--- src/rtl/seg7_pkg.sv ---
// Shared constants for the 7-segment scan scheduler: active-low glyphs, blank codes, index width.
// The leading-zero helper is used only when SEG7_LEADING_ZERO_BLANK_EN is defined.
package seg7_pkg;

  localparam int IDX_W = 2;

  localparam logic [6:0] SEG_OFF = 7'h7F;
  localparam logic [3:0] DIG_OFF = 4'hF;

  // Bit order is {g,f,e,d,c,b,a}; a cleared bit lights the segment.
  localparam logic [6:0] GLYPH_0 = 7'h40;
  localparam logic [6:0] GLYPH_1 = 7'h79;
  localparam logic [6:0] GLYPH_2 = 7'h24;
  localparam logic [6:0] GLYPH_3 = 7'h30;
  localparam logic [6:0] GLYPH_4 = 7'h19;
  localparam logic [6:0] GLYPH_5 = 7'h12;
  localparam logic [6:0] GLYPH_6 = 7'h02;
  localparam logic [6:0] GLYPH_7 = 7'h78;
  localparam logic [6:0] GLYPH_8 = 7'h00;
  localparam logic [6:0] GLYPH_9 = 7'h10;
  localparam logic [6:0] GLYPH_A = 7'h08;
  localparam logic [6:0] GLYPH_B = 7'h03;
  localparam logic [6:0] GLYPH_C = 7'h46;
  localparam logic [6:0] GLYPH_D = 7'h21;
  localparam logic [6:0] GLYPH_E = 7'h06;
  localparam logic [6:0] GLYPH_F = 7'h0E;

  // Digits 3..1 go dark while they and all higher digits are zero; digit 0 always stays lit.
  function automatic logic [3:0] leadingZeroBlank(input logic [15:0] value,
                                                  input logic [3:0]  blank);
    logic [3:0] result;
    logic       allZero;
    result  = blank;
    allZero = 1'b1;
    for (int d = 3; d >= 1; d--) begin
      allZero   = allZero && (value[4*d +: 4] == 4'h0);
      result[d] = result[d] | allZero;
    end
    return result;
  endfunction

endpackage

--- src/rtl/seg7_scan_scheduler_decoder.sv ---
// Shared combinational hex-to-segment decoder (nibble to active-low glyph).
module seg7_hex_decoder
  import seg7_pkg::*;
(
  input  logic [3:0] nibble_i,
  output logic [6:0] seg_o
);

  always_comb begin
    seg_o = SEG_OFF;
    case (nibble_i)
      4'h0: seg_o = GLYPH_0;
      4'h1: seg_o = GLYPH_1;
      4'h2: seg_o = GLYPH_2;
      4'h3: seg_o = GLYPH_3;
      4'h4: seg_o = GLYPH_4;
      4'h5: seg_o = GLYPH_5;
      4'h6: seg_o = GLYPH_6;
      4'h7: seg_o = GLYPH_7;
      4'h8: seg_o = GLYPH_8;
      4'h9: seg_o = GLYPH_9;
      4'hA: seg_o = GLYPH_A;
      4'hB: seg_o = GLYPH_B;
      4'hC: seg_o = GLYPH_C;
      4'hD: seg_o = GLYPH_D;
      4'hE: seg_o = GLYPH_E;
      4'hF: seg_o = GLYPH_F;
      default: seg_o = SEG_OFF;
    endcase
  end

endmodule

--- src/rtl/seg7_scan_scheduler.sv ---
// Round-robin four-digit scan with frame-aligned display updates through a valid/ready load port.
// Define SEG7_LEADING_ZERO_BLANK_EN to auto-blank leading zero digits at commit.
module seg7_scan_scheduler
  import seg7_pkg::*;
#(
  parameter int DIV_MAX    = 100000,
  parameter int NUM_DIGITS = 4
) (
  input  logic        clk,
  input  logic        rst_n,
  input  logic        load_valid,
  output logic        load_ready,
  input  logic [15:0] load_value,
  input  logic [3:0]  load_dp,
  input  logic [3:0]  load_blank,
  output logic [6:0]  Port,
  output logic        Dp,
  output logic [3:0]  control,
  output logic        frame_done
);

  localparam int DIVW = (DIV_MAX > 2) ? $clog2(DIV_MAX) : 1;
  localparam logic [DIVW-1:0]  DIV_LAST = DIVW'(DIV_MAX - 1);
  localparam logic [IDX_W-1:0] IDX_LAST = IDX_W'(NUM_DIGITS - 1);

  logic [DIVW-1:0]  div_q, div_d;
  logic [IDX_W-1:0] idx_q, idx_d;
  logic [15:0]      shadowValue_q, shadowValue_d, dispValue_q, dispValue_d;
  logic [3:0]       shadowDp_q, shadowDp_d, dispDp_q, dispDp_d;
  logic [3:0]       shadowBlank_q, shadowBlank_d, dispBlank_q, dispBlank_d;
  logic             pending_q, pending_d;
  logic             ready_q;
  logic [6:0]       port_q, port_d;
  logic             dp_q, dp_d;
  logic [3:0]       control_q, control_d;
  logic             frameDone_q, frameDone_d;
  logic [3:0]       commitBlank;
  logic [3:0]       nibble;
  logic [6:0]       glyph;
  logic             lastCycle, wrap, xfer, digBlank;

`ifdef SEG7_LEADING_ZERO_BLANK_EN
  assign commitBlank = leadingZeroBlank(shadowValue_q, shadowBlank_q);
`else
  assign commitBlank = shadowBlank_q;
`endif

  seg7_hex_decoder uDecoder (
    .nibble_i (nibble),
    .seg_o    (glyph)
  );

  // Outputs are computed from next-state so they change on the same edge as the scan position.
  always_comb begin
    lastCycle = (div_q == DIV_LAST);
    wrap      = lastCycle && (idx_q == IDX_LAST);
    xfer      = load_valid && ready_q;
    div_d     = lastCycle ? '0 : div_q + DIVW'(1);
    idx_d     = lastCycle ? idx_q + IDX_W'(1) : idx_q;

    shadowValue_d = xfer ? load_value : shadowValue_q;
    shadowDp_d    = xfer ? load_dp    : shadowDp_q;
    shadowBlank_d = xfer ? load_blank : shadowBlank_q;
    pending_d     = xfer || (pending_q && !wrap);

    dispValue_d = dispValue_q;
    dispDp_d    = dispDp_q;
    dispBlank_d = dispBlank_q;
    if (wrap && pending_q) begin
      dispValue_d = shadowValue_q;
      dispDp_d    = shadowDp_q;
      dispBlank_d = commitBlank;
    end

    nibble   = dispValue_d[{idx_d, 2'b00} +: 4];
    digBlank = dispBlank_d[idx_d];

    control_d = DIG_OFF;
    if ((div_d != '0) && !digBlank) begin
      control_d[idx_d] = 1'b0;
    end
    port_d      = digBlank ? SEG_OFF : glyph;
    dp_d        = digBlank ? 1'b1 : ~dispDp_d[idx_d];
    frameDone_d = (div_d == DIV_LAST) && (idx_d == IDX_LAST);
  end

  always_ff @(posedge clk or negedge rst_n) begin
    if (!rst_n) begin
      div_q         <= '0;
      idx_q         <= '0;
      shadowValue_q <= '0;
      shadowDp_q    <= '0;
      shadowBlank_q <= 4'hF;
      dispValue_q   <= '0;
      dispDp_q      <= '0;
      dispBlank_q   <= 4'hF;
      pending_q     <= 1'b0;
      ready_q       <= 1'b1;
      port_q        <= SEG_OFF;
      dp_q          <= 1'b1;
      control_q     <= DIG_OFF;
      frameDone_q   <= 1'b0;
    end else begin
      div_q         <= div_d;
      idx_q         <= idx_d;
      shadowValue_q <= shadowValue_d;
      shadowDp_q    <= shadowDp_d;
      shadowBlank_q <= shadowBlank_d;
      dispValue_q   <= dispValue_d;
      dispDp_q      <= dispDp_d;
      dispBlank_q   <= dispBlank_d;
      pending_q     <= pending_d;
      ready_q       <= ~pending_d;
      port_q        <= port_d;
      dp_q          <= dp_d;
      control_q     <= control_d;
      frameDone_q   <= frameDone_d;
    end
  end

  assign load_ready = ready_q;
  assign Port       = port_q;
  assign Dp         = dp_q;
  assign control    = control_q;
  assign frame_done = frameDone_q;

endmodule

--- config.mk ---
export PLATFORM = sky130hd
export DESIGN_NAME = seg7_scan_scheduler
export DESIGN_NICKNAME = d
export VERILOG_FILES = /design/src/rtl/seg7_pkg.sv /design/src/rtl/seg7_scan_scheduler_decoder.sv /design/src/rtl/seg7_scan_scheduler.sv
export SDC_FILE = /design/constraint.sdc
export NUM_CORES = 1
export LEC_CHECK = 0
export ABC_AREA = 1
export CAP_MARGIN = 30
export CORE_ASPECT_RATIO = 1.4
export CORE_UTILIZATION = 50
export DETAILED_ROUTE_END_ITERATION = 7
export PLACE_DENSITY = 0.71
export SLEW_MARGIN = 20
export SYNTH_ARGS = -nofsm -noshare
export SYNTH_HDL_FRONTEND = slang
export SYNTH_SLANG_ARGS = --single-unit
--- constraint.sdc ---
create_clock -name clk -period 2.88 [get_ports clk]
set_clock_uncertainty 0.15 [all_clocks]
set_input_delay 0.576 -clock clk [delete_from_list [all_inputs] [get_ports clk]]
set_output_delay 0.576 -clock clk [all_outputs]
set_load 0.02 [all_outputs]
After elaboration in Yosys (flattened, before gate mapping)
Memory sizes are Yosys's and may differ from the RTL's.
Index checks and enable logic that the tools add are counted.
{ "totals": {"ff_bits": 82, "rom_bits": 112, "in_bits": 27, "output_inout_bits": 14, "wordCells": 52, "memories": 1} }
{ "op_classes": {"add_sub_neg": 2, "order_cmp": 2, "eq_ne": 4, "shifts": 1, "n_mux": 14, "n_bitwise": 3, "n_reduce_logical": 11} }
{ "memory_table": {"columns": ["memory", "depth", "word_bits", "read_ports", "rd_ports_with_merged_regs", "write_ports", "line_no", "source"], "rows": [
  ["(no name shown)", 16, 7, 1, 0, 0, "seg7_scan_scheduler_decoder.sv:11", "case (nibble_i)"]
]} }
{ "ops": {"columns": ["cell", "n"], "rows": [
  ["== test 17 bit, second input constant", 2],
  ["adder 17 x 1 -> 17 bit, second input constant", 1],
  ["two-way mux 17 bit", 1],
  ["nonzero test 17 bit", 1],
  ["two-way mux 16 bit", 1],
  ["variable part select 16 x 5 -> 4 bit", 1],
  ["two-way mux 4 bit", 3],
  ["logical AND 1 bit", 7],
  ["two-way mux 7 bit", 1],
  ["binary-select mux 1 bit (select 2 bit)", 2],
  ["== test 2 bit, second input constant", 2],
  ["two-way mux 1 bit", 4],
  ["inverter 4 bit", 1],
  ["< comparator 2 x 3 -> 1 bit, second input constant", 1],
  ["adder 2 x 1 -> 2 bit, second input constant", 1],
  ["demux 1 bit (select 2 bit)", 1],
  [">= comparator 2 x 1 -> 1 bit, second input constant", 1],
  ["zero test 1 bit", 2],
  ["two-way mux 2 bit", 1],
  ["inverter 1 bit", 2],
  ["logical OR 1 bit", 1]
]} }

Longest topological paths before layout
Gate-level depths: netlist of the first run.
{ "depth": {"depth_word": 9, "mapped_depth": 20, "depth_no_buf": 18} }

Hierarchy
Synthesis of the first run repeated with hierarchy kept, for this count alone.
{ "unflattened": {"hier_cells": 489, "area_unflattened_um2": 4115.2} }
{ "modules_own_cells": {"columns": ["module", "n_inst", "cells_each", "area_per_inst_um2", "seq_area_each_um2"], "rows": [
  ["seg7_scan_scheduler", 1, 440, 3841.2, 2078.2],
  ["seg7_hex_decoder", 1, 49, 274.0, 0.0]
]} }

Worst setup path before layout of the first run
No wires, ideal clock.
{ "synth_timing": {"path_kind": "register -> register", "startpoint": "register div_q[0]", "endpoint": "register port_q[3], in the netlist Port[3]", "arrival_time_ns": 2.201, "required_ns": 2.648, "setup_slack_ns": 0.446, "stages_incl_launch_ff": 19, "n_path_buf": 1, "period_less_slack_ns": 2.434, "cell_sequence": "dfrtp_1 > ha_1 > nand2_1 > inv_2 > nand2_2 > nor2_2 > nand4_4 > buf_6 > nand2_1 > nand2_1 > nand2_1 > nand2_2 > nor2_4 > inv_1 > ha_1 > o21ai_1 > nand2_1 > nand2_1 > nand3_1"} }
{ "synth_via": {"elab_chain_len": 7} }
{ "synth_rtl": {"columns": ["element", "line_no", "source"], "rows": [
  ["start: declaration", "seg7_scan_scheduler.sv:26", "logic [DIVW-1:0] div_q, div_d;"],
  ["start signal: assignment", "seg7_scan_scheduler.sv:104", "div_q <= div_d;"],
  ["== test 17 bit", "seg7_scan_scheduler.sv:55", "lastCycle = (div_q == DIV_LAST);"],
  ["logical AND 1 bit", "seg7_scan_scheduler.sv:56", "wrap = lastCycle && (idx_q == IDX_LAST);"],
  ["logical AND 1 bit", "seg7_scan_scheduler.sv:69", "if (wrap && pending_q) begin"],
  ["two-way mux 16 bit", "seg7_scan_scheduler.sv:69", null],
  ["net dispValue_d[9]", "seg7_scan_scheduler.sv:28", "logic [15:0] shadowValue_q, shadowValue_d, dispValue_q, dispValue_d;"],
  ["variable part select 16 x 5 -> 4 bit", "seg7_scan_scheduler.sv:75", "nibble = dispValue_d[{idx_d, 2'b00} +: 4];"],
  ["memory (16 x 7 bit)", null, null],
  ["two-way mux 7 bit", "seg7_scan_scheduler.sv:82", "port_d = digBlank ? SEG_OFF : glyph;"],
  ["net port_d[3]", "seg7_scan_scheduler.sv:33", "logic [6:0] port_q, port_d;"],
  ["end signal: assignment", "seg7_scan_scheduler.sv:114", "port_q <= port_d;"],
  ["end: declaration", "seg7_scan_scheduler.sv:33", null]
]} }
The timed path passes the listed nets, and every way through them passes these cells. The select of a mux whose other input is x is not followed.
A chain may end at the register's enable or synchronous reset.

Worst setup path after layout of the first run
{ "layout_timing": {"startpoint": "register div_q[12]", "endpoint": "register port_q[3], in the netlist Port[3]"} }
Same word-level chain as after synthesis.

==> impl_metrics.csv, run 1 <==
group,metric,value,unit
yosys,synth_cells,479,
pwr,p_per_area,466,nW/um^2
detailed_routing,drc,0,
clock_tree,cts_hold_buf,0,
detailed_routing,ant_nets,0,
sta,tns,0,ps
yosys,synth_nets,514,
finish,syn_to_final_growth,21.8,%
pwr,peakVddDrop,386,uV
die,core_area,8250,um^2
place,hpwlAfterDp,7.19,mm
sta,slew_violations,0,
global_route,grt_most_used_layer,"met2",
place,place_congestion,0.881,
detailed_routing,vias_per_cell,5.29,
detailed_routing,vias,3409,
detailed_routing,first_iter_violations,153,
sta,slew_headroom,58.3,%
finish,fin_nets,572,
place,placedCellCount,623,
critical_path,reg2reg_slack,230,ps
yosys,ys_warn_count,0,
yosys,ys_ff_latch,82,
clock_tree,cts_tree,"yes",
critical_path,startpoint,"div_q[12]$_DFF_PN0_",
yosys,synth.area.top_cells,"dfrtp_1, dfstp_2, nand2_1",
yosys,synth_top_area_share,35.6,%
clock_tree,clkLatencyLatePin,340,ps
finish,final_layout_size_suffix_gt1_share,26.4,%
clock_tree,cts.sinks,82,
clock_tree,clockRootBuffer,"clkbuf_16",
critical_path,path_class,"flop to flop",
finish,num_antenna_cells,0,
sta,timing.final.crit_share,91.8,%
global_route,grt_pass1_vias,3523,
global_route,grt_first_pass_wirelength,16.2,mm
place,place_area,4830,um^2
detailed_routing,avgRoutedWirePerCell,15.2,um
place,io_buffers,40,
critical_path,worstPathArrival,2750,ps
detailed_routing,dr.pass1.iters,4,
pwr,power.leakage,2.71,nW
detailed_routing,finalWirelength,9.80,mm
clock_tree,cts_buffers,9,
yosys,synth-async-reset-ratio,100,%
die,initial_core_util,52.0,%
die,die-area,8950,um^2
finish,fin_cells,644,
clock_tree,cts.clk_slew.worst_paths,60,ps
yosys,synth_area,4290,um^2
global_route,met3_usage,3.36,%
yosys,synth_ff_type,"dfrtp_1",
pwr,total_power,2.43,mW
global_route,grt_start_max_net_pins,47,
run,maxCapViolCount,0,
critical_path,critPathCaptureType,"flop",
yosys,yosys.area.top_type,"dfrtp_1",
sta,hold_viol,0,
finish,final_area,5220,um^2
sta,report.final.setup_viol,0,
clock_tree,htreeDepth,3,
sta,worst_slew_pin_slew,626,ps
global_route,globalRoute.totalOverflow,0,
critical_path,rr_worst_depth,17,
critical_path,cp-start-kind,"flop",
finish,nFillCells,696,
min_path,min_path_type,"input port to async pin",
critical_path,reg2reg_from,"div_q[12]$_DFF_PN0_",
yosys,synth.most_common_cell,"nand2_1",
critical_path,critPathRequiredTime,2980,ps
critical_path,critPathMaxFanout,7,
die,die_w,80.2,um
die,pin_count,41,
sta,whs,96.2,ps
clock_tree,clk_path_buf_depth,2,
run_status,status,"finished, final reports clean",
die,die_y,112,um
global_route,use_met1,25.3,%
global_route,use_met2,44.7,%
yosys,syn-mean-instance-area,8.95,um^2
yosys,synthDistinctLibCells,35,
yosys,synth-edff-count,0,
global_route,antenna_found_initial,0,
sta,layout_min_cycle_time,2650,ps
critical_path,r2r_end,"Port[3]$_DFF_PN1_",
yosys,seq_area_frac_synth,48.5,%
global_route,grt_usage,23.9,%
die,fp-row-count,39,
sta,fmax,378,MHz
yosys,synth_common_cells,"nand2_1, dfrtp_1, inv_1",
-- sequential cells by signal, indices dropped and copies added (netlist names), 4 cells and up --
register       flops
Port               7
shadowValue_q     16
div_q             17
control            4
dispDp_q           4
shadowDp_q         4
commitBlank        4
dispBlank_q        4
dispValue_q       16
-- report_power, final --
| part | leakage (nW) | total (mW) | switching, mW | internal [mW] |
|---|---|---|---|---|
| clock network | 0.154 | 1.22 | 0.436 | 0.782 |
| logic | 1.51 | 0.0600 | 0.0261 | 0.0338 |
| registers | 1.05 | 1.15 | 0 | 1.15 |
-- repair_timing --
item | CTS | global route
buffers inserted | 0 | 4
resized for setup | 0 | 8
endpoints found under the setup margin | 0 | 7
-- metrics by stage --
step / util (%) / setup WS (ps)
floorplan: - / 446
global placement: 58.6 / 224
detailed placement: 58.6 / 104
CTS: 62.4 / 82.4
global route: 63.3 / -79.1
finish: 63.3 / 235
-- worst max-delay path: stages, from the launching register on --
cell and delay (ps):
dfrtp_1 440, inv_2 80, nand2_1 50, nor2_1 170, nand2_1 130, nor2_4 180
nand4_4 190, nand2_1 130, nand2_1 80, nand2_1 70, nand2_2 70, nor2_4 170
inv_1 100, ha_1 250, o21ai_2 90, nand2_1 90, nand2_1 60, nand3_1 70
-- cells by family (layout without fill, tap and decap cells) --
| family | count (synthesis) | count (layout) | share of synthesized area, % |
|---|---|---|---|
| and+or+nand+nor | 279 | 280 | 33.4 |
| DFF | 82 | 82 | 48.5 |
| buffers and inverters | 71 | 133 | 7.30 |
| muxes | 24 | 24 | 6.31 |
| AOI/OAI and AO/OA | 13 | 13 | 1.78 |
| adders and majority gates | 8 | 8 | 2.34 |
| xor gates and xnor gates | 2 | 2 | 0.409 |
-- how the worst max path moves through the flow --
| stage | slack (ps) | end |
|---|---|---|
| floorplan | 450 | Port[3]$_DFF_PN1_ |
| global placement | 220 | Port[1]$_DFF_PN1_ |
| detailed placement | 100 | Port[1]$_DFF_PN1_ |
| CTS | 80 | Port[0]$_DFF_PN1_ |
| global route | -80 | Port[5]$_DFF_PN1_ |
| finish | 230 | Port[3]$_DFF_PN1_ |
-- placed cells by master, fill, tap and decap left out, types with 6 or more instances in the layout --
cell             instances
nor2_1                  25
ha_1                     8
o21ai_0                  7
buf_4                   16
nand4_1                 22
nor2_2                   8
clkdlybuf4s50_1         39
nor2_4                   7
nor3_1                   6
mux2_2                  24
dfstp_2                 21
nand2_4                  6
nand3_1                 31
inv_1                   51
dfrtp_1                 61
inv_2                    8
nand2_2                 21
nand2_1                138
clkbuf_16                9
-- metal layers --
metal | wire, um | part of all wire [%]
met5 | 0 | 0
met1 | 3660 | 37
met2 | 5510 | 56
met4 | 382 | 3.9
met3 | 256 | 2.6
-- final cells by class --
cell class / instances / area [um^2] / share of cell area (%)
repair buffers: 56 / 531 / 10.2
well taps: 102 / 128 / 2.45
inverters: 61 / 236 / 4.53
clock inverters: 3 / 65.1 / 1.25
multi-input cells: 327 / 1930 / 37.0
flip-flops and latches: 82 / 2080 / 39.8
clock buffers: 13 / 250 / 4.80
(Power assumes the default switching activity.)
==> run 2: changes to the inputs <==
--- a/config.mk
+++ b/config.mk
@@ -11,6 +11,7 @@
 export CORE_UTILIZATION = 50
 export DETAILED_ROUTE_END_ITERATION = 7
 export PLACE_DENSITY = 0.71
+export RECOVER_POWER = 50
 export SLEW_MARGIN = 20
 export SYNTH_ARGS = -nofsm -noshare
 export SYNTH_HDL_FRONTEND = slang
==> impl_metrics.csv, run 2 (same netlist as run 1, synthesis figures left out) <==
group,metric,value,unit
finish,nFillCells,699,
critical_path,path_class,"flop to flop",
sta,hold_viol,0,
die,core_area,8250,um^2
sta,slew_headroom,21.1,%
finish,syn_to_final_growth,21.5,%
clock_tree,htreeDepth,3,
global_route,globalRoute.totalOverflow,0,
critical_path,critPathCaptureType,"flop",
detailed_routing,drc,0,
run_status,status,"finished, final reports clean",
clock_tree,cts_tree,"yes",
die,die_y,112,um
detailed_routing,ant_nets,0,
die,die_w,80.2,um
global_route,grt_first_pass_wirelength,16.2,mm
detailed_routing,finalWirelength,9.82,mm
place,hpwlAfterDp,7.19,mm
detailed_routing,dr.pass1.iters,4,
global_route,antenna_found_initial,0,
finish,fin_util,63.1,%
clock_tree,clockRootBuffer,"clkbuf_16",
critical_path,critPathRequiredTime,2980,ps
sta,layout_min_cycle_time,2650,ps
finish,top_regs,"div_q (17), dispValue_q (16), shadowValue_q (16)",
place,io_buffers,40,
pwr,power.leakage,2.72,nW
detailed_routing,first_iter_violations,161,
clock_tree,cts_buffers,9,
global_route,grt_pass1_vias,3523,
sta,timing.final.crit_share,91.9,%
pwr,total_power,2.43,mW
finish,final_layout_size_suffix_gt1_share,25.8,%
sta,fmax,378,MHz
finish,mostFrequentLayoutCells,"nand2_1, dfrtp_1, inv_1, clkdlybuf4s50_1, nand3_1",
clock_tree,clk_path_buf_depth,2,
critical_path,critPathMaxFanout,7,
min_path,min_path_type,"input port to async pin",
run,maxCapViolCount,0,
pwr,p_per_area,467,nW/um^2
die,fp-row-count,39,
sta,report.final.setup_viol,0,
critical_path,cp-start-kind,"flop",
finish,num_antenna_cells,0,
sta,worst_slew_pin_slew,1180,ps
finish,regMostFlops,"div_q",
global_route,grt_usage,23.9,%
die,die-area,8950,um^2
finish,fin_nets,572,
finish,seq_area,2080,um^2
finish,layout_commonest_cell,"nand2_1",
finish,largest_reg_flops,17,
clock_tree,cts.clk_slew.worst_paths,60,ps
die,pin_count,41,
detailed_routing,vias_per_cell,5.30,
clock_tree,clkLatencyLatePin,340,ps
detailed_routing,avgRoutedWirePerCell,15.2,um
global_route,grt_start_max_net_pins,47,
finish,multi_input_area,1930,um^2
detailed_routing,vias,3410,
pwr,peakVddDrop,383,uV
clock_tree,cts.sinks,82,
place,place_congestion,0.881,
sta,slew_violations,0,
die,initial_core_util,52.0,%
critical_path,worstPathArrival,2750,ps
-- run 2: cell count changes in the layout (fill, tap and decap cells not counted), sizes merged --
cell          previous run  this run
clkbuf                  13        15
dlymetal6s4s             0         1
buf                     17        14
-- run 2: report_power, final --
group	internal, mW	switching (mW)
clock network	0.782	0.438
registers	1.15	0
logic	0.0312	0.0257
-- run 2: worst paths after layout --
kind,start,to,slack (ps),cells past startpoint
worst max-delay path,div_q[13]$_DFF_PN0_,Port[3]$_DFF_PN1_,230,17
worst min-delay path,rst_n,div_q[6]$_DFF_PN0_,300,1
worst max register to register,div_q[13]$_DFF_PN0_,Port[3]$_DFF_PN1_,230,17
worst min register to register,div_q[0]$_DFF_PN0_,div_q[0]$_DFF_PN0_,330,1
max in group asynchronous,rst_n,shadowValue_q[4]$_DFFE_PN0P_,530,2
min in group clk,div_q[0]$_DFF_PN0_,div_q[0]$_DFF_PN0_,330,1
-- run 2: layout make-up --
cell class / instances / share of cell area [%]
Sequential cell: 82 / 39.9
Clock inverter: 3 / 1.25
Clock buffer: 13 / 4.81
Multi-Input combinational cell: 327 / 37.1
Inverter: 61 / 4.54
Timing Repair Buffer: 56 / 9.93
Tap cell: 102 / 2.45
-- run 2: timing repair --
action / in CTS / in global routing
hold buffers: 0 / 0
endpoints found under the setup margin: 0 / 7
setup buffers: 0 / 4
resized for setup: 0 / 8
-- run 2: critical path, stage by stage (launching register included) --
cell and delay [ps]:
dfrtp_1 410, inv_1 100, nand2_1 60, nor2_1 170
nand2_1 130, nor2_4 180, nand4_4 190, nand2_1 130
nand2_1 80, nand2_1 70, nand2_2 70, nor2_4 170
inv_1 110, ha_1 240, o21ai_2 90, nand2_1 90
nand2_1 60, nand3_1 70
-- run 2: metrics by stage --
step | setup slack (ps) | setup TNS, ps | cell area [um^2] | instances | hold slack [ps]
floorplan | 446 | 0 | 4290 | 479 | 130
global placement | 224 | 0 | 4830 | 623 | 306
detailed placement | 104 | 0 | 4830 | 623 | 314
CTS | 82.4 | 0 | 5150 | 639 | 124
global route | -79.1 | -139 | 5200 | 644 | 333
finish | 232 | 0 | 5200 | 644 | 304
-- run 2: routing by layer --
| layer | up-vias | global-route usage [%] | part of all wire, % |
|---|---|---|---|
| met5 | - | 0 | 0 |
| met4 | 0 | 12.4 | 3.9 |
| met3 | 25 | 3.36 | 2.8 |
| met2 | 66 | 44.7 | 57 |
| met1 | 1670 | 25.3 | 36 |
| li1 | 1649 | - | - |
==> run 3: changes to the inputs <==
--- a/config.mk
+++ b/config.mk
@@ -7,7 +7,7 @@
 export LEC_CHECK = 0
 export ABC_AREA = 1
 export CAP_MARGIN = 30
-export CORE_ASPECT_RATIO = 1.4
+export CORE_ASPECT_RATIO = 2
 export CORE_UTILIZATION = 50
 export DETAILED_ROUTE_END_ITERATION = 7
 export PLACE_DENSITY = 0.71
==> impl_metrics.csv, run 3 (same netlist as run 1, synthesis figures left out) <==
group,metric,value,unit
run_status,status,"finished with violations",
run_status,violations,"capacitance limit, slew limit",
finish,top_regs,"div_q (17), dispValue_q (16), shadowValue_q (16)",
die,initial_core_util,51.7,%
finish,fin_util,62.5,%
place,hpwlAfterDp,7.00,mm
clock_tree,htreeDepth,3,
finish,regMostFlops,"div_q",
finish,mostFrequentLayoutCells,"nand2_1, dfrtp_1, inv_1, clkdlybuf4s50_1, nand3_1",
critical_path,slowest_stage,"dfrtp_1",
finish,final_layout_size_suffix_gt1_share,25.5,%
clock_tree,cts.clk_slew.worst_paths,60,ps
finish,final_area,5180,um^2
die,die-area,8970,um^2
global_route,antenna_found_initial,0,
clock_tree,cts_tree,"yes",
critical_path,critPathMaxFanout,8,
die,die_y,133,um
sta,slew_violations,42,
critical_path,cp-start-kind,"flop",
critical_path,max_stage_delay,390,ps
critical_path,critPathCaptureType,"flop",
sta,worst_slew_pin_slew,2260,ps
detailed_routing,vias_per_cell,5.28,
finish,seq_area,2080,um^2
finish,syn_to_final_growth,20.9,%
finish,num_antenna_cells,0,
sta,hold_viol,0,
finish,multi_input_area,1910,um^2
pwr,peakVddDrop,424,uV
place,place_area,4780,um^2
run,maxCapViolCount,1,
min_path,min_path_type,"flop to flop",
global_route,grt_usage,22.9,%
critical_path,cpMostUsedCell,"nand2_1",
detailed_routing,drc,0,
critical_path,path_cells,"ha_1, nand2_1, inv_2, nand2_2, nor2_1, nand3_1, nand2_1, nand2_2, nor2_8, nand2_1, nand2_2, nor2_4, inv_1, ha_1, o21ai_1, nand2_1, nand2_1, nand3_1",
sta,timing.final.crit_share,94.0,%
global_route,grt_start_max_net_pins,43,
sta,slew_headroom,-50.5,%
finish,fin_cells,635,
critical_path,worstPathArrival,2790,ps
sta,report.final.setup_viol,0,
clock_tree,clk_path_buf_depth,2,
global_route,grt_pass1_vias,3274,
clock_tree,clockRootBuffer,"clkbuf_16",
place,io_buffers,40,
critical_path,cp_top_family,"simple AND/OR/NAND/NOR gates",
place,place_congestion,0.921,
finish,layout_commonest_cell,"nand2_1",
finish,fin_nets,567,
clock_tree,clkLatencyLatePin,340,ps
critical_path,cp_num_buf_inv,2,
sta,rsz0062_at_grt,"yes",
critical_path,path_class,"flop to flop",
global_route,globalRoute.totalOverflow,0,
detailed_routing,dr.pass1.iters,4,
die,die_w,67.5,um
die,fp-row-count,47,
sta,fmax,370,MHz
detailed_routing,first_iter_violations,197,
detailed_routing,vias,3352,
detailed_routing,ant_nets,0,
place,placedCellCount,613,
pwr,p_per_area,482,nW/um^2
clock_tree,cts_buffers,9,
finish,largest_reg_flops,17,
global_route,grt_first_pass_wirelength,15.1,mm
sta,layout_min_cycle_time,2710,ps
detailed_routing,avgRoutedWirePerCell,14.6,um
critical_path,critPathRequiredTime,2970,ps
die,pin_count,41,
detailed_routing,finalWirelength,9.29,mm
die,core_area,8290,um^2
clock_tree,cts.sinks,82,
pwr,power.leakage,2.70,nW
finish,nFillCells,693,
sta,whs,324,ps
## run 3: through the flow
step           setup TNS (ps)  setup slack (ps)  power, mW
2_1_floorplan               0               446       1.17
3_3_place_gp                0               244       1.23
3_5_place_dp                0               127       1.23
4_1_cts                     0              93.9       2.52
5_1_grt                 -40.5             -24.0       2.58
6_report                    0               174       2.50
## run 3: worst min-delay path: cells and delay by family, from the launching register on
kind          cells  cell delay (ps)
flops             1              320
simple gates      2              120
## run 3: worst paths after layout
| kind | startpoint | endpoint | slack, ps | cells after the start |
|---|---|---|---|---|
| max | div_q[0]$_DFF_PN0_ | Port[3]$_DFF_PN1_ | 170 | 18 |
| min | dispValue_q[10]$_DFF_PN0_ | dispValue_q[10]$_DFF_PN0_ | 320 | 2 |
| max reg2reg | div_q[0]$_DFF_PN0_ | Port[3]$_DFF_PN1_ | 170 | 18 |
| min reg2reg | dispValue_q[10]$_DFF_PN0_ | dispValue_q[10]$_DFF_PN0_ | 320 | 2 |
| max in group asynchronous | rst_n | idx_q[1]$_DFF_PN0_ | 530 | 1 |
| min in group asynchronous | rst_n | div_q[4]$_DFF_PN0_ | 760 | 1 |
## run 3: per-layer routing
metal	vias up	part of all wire (%)	track usage [%]
met1	1604	36	23.7
met3	27	3.0	3.88
met5	-	0	0
li1	1633	-	-
met2	88	58	41.7
met4	0	3.5	11.5
## run 3: cell type report
type                       instances  area share [%]
timing repair buffer              51            9.44
multi-input combinational        327            36.9
sequential                        82            40.1
inverter                          61            4.52
clock buffer                       9            4.35
tap                               98            2.37
clock inverter                     7            2.27
## run 3: where the power goes
part	switching [mW]	internal, mW	leakage, nW
clock	0.441	0.846	0.169
combinational	0.0257	0.0326	1.48
sequential	0	1.15	1.05
## run 3: what timing repair did
item / in CTS / in global routing
hold endpoints to repair: 0 / 0
gates resized for setup: 0 / 3
hold buffers: 0 / 0
endpoints found under the setup margin: 0 / 7
setup buffers: 0 / 5
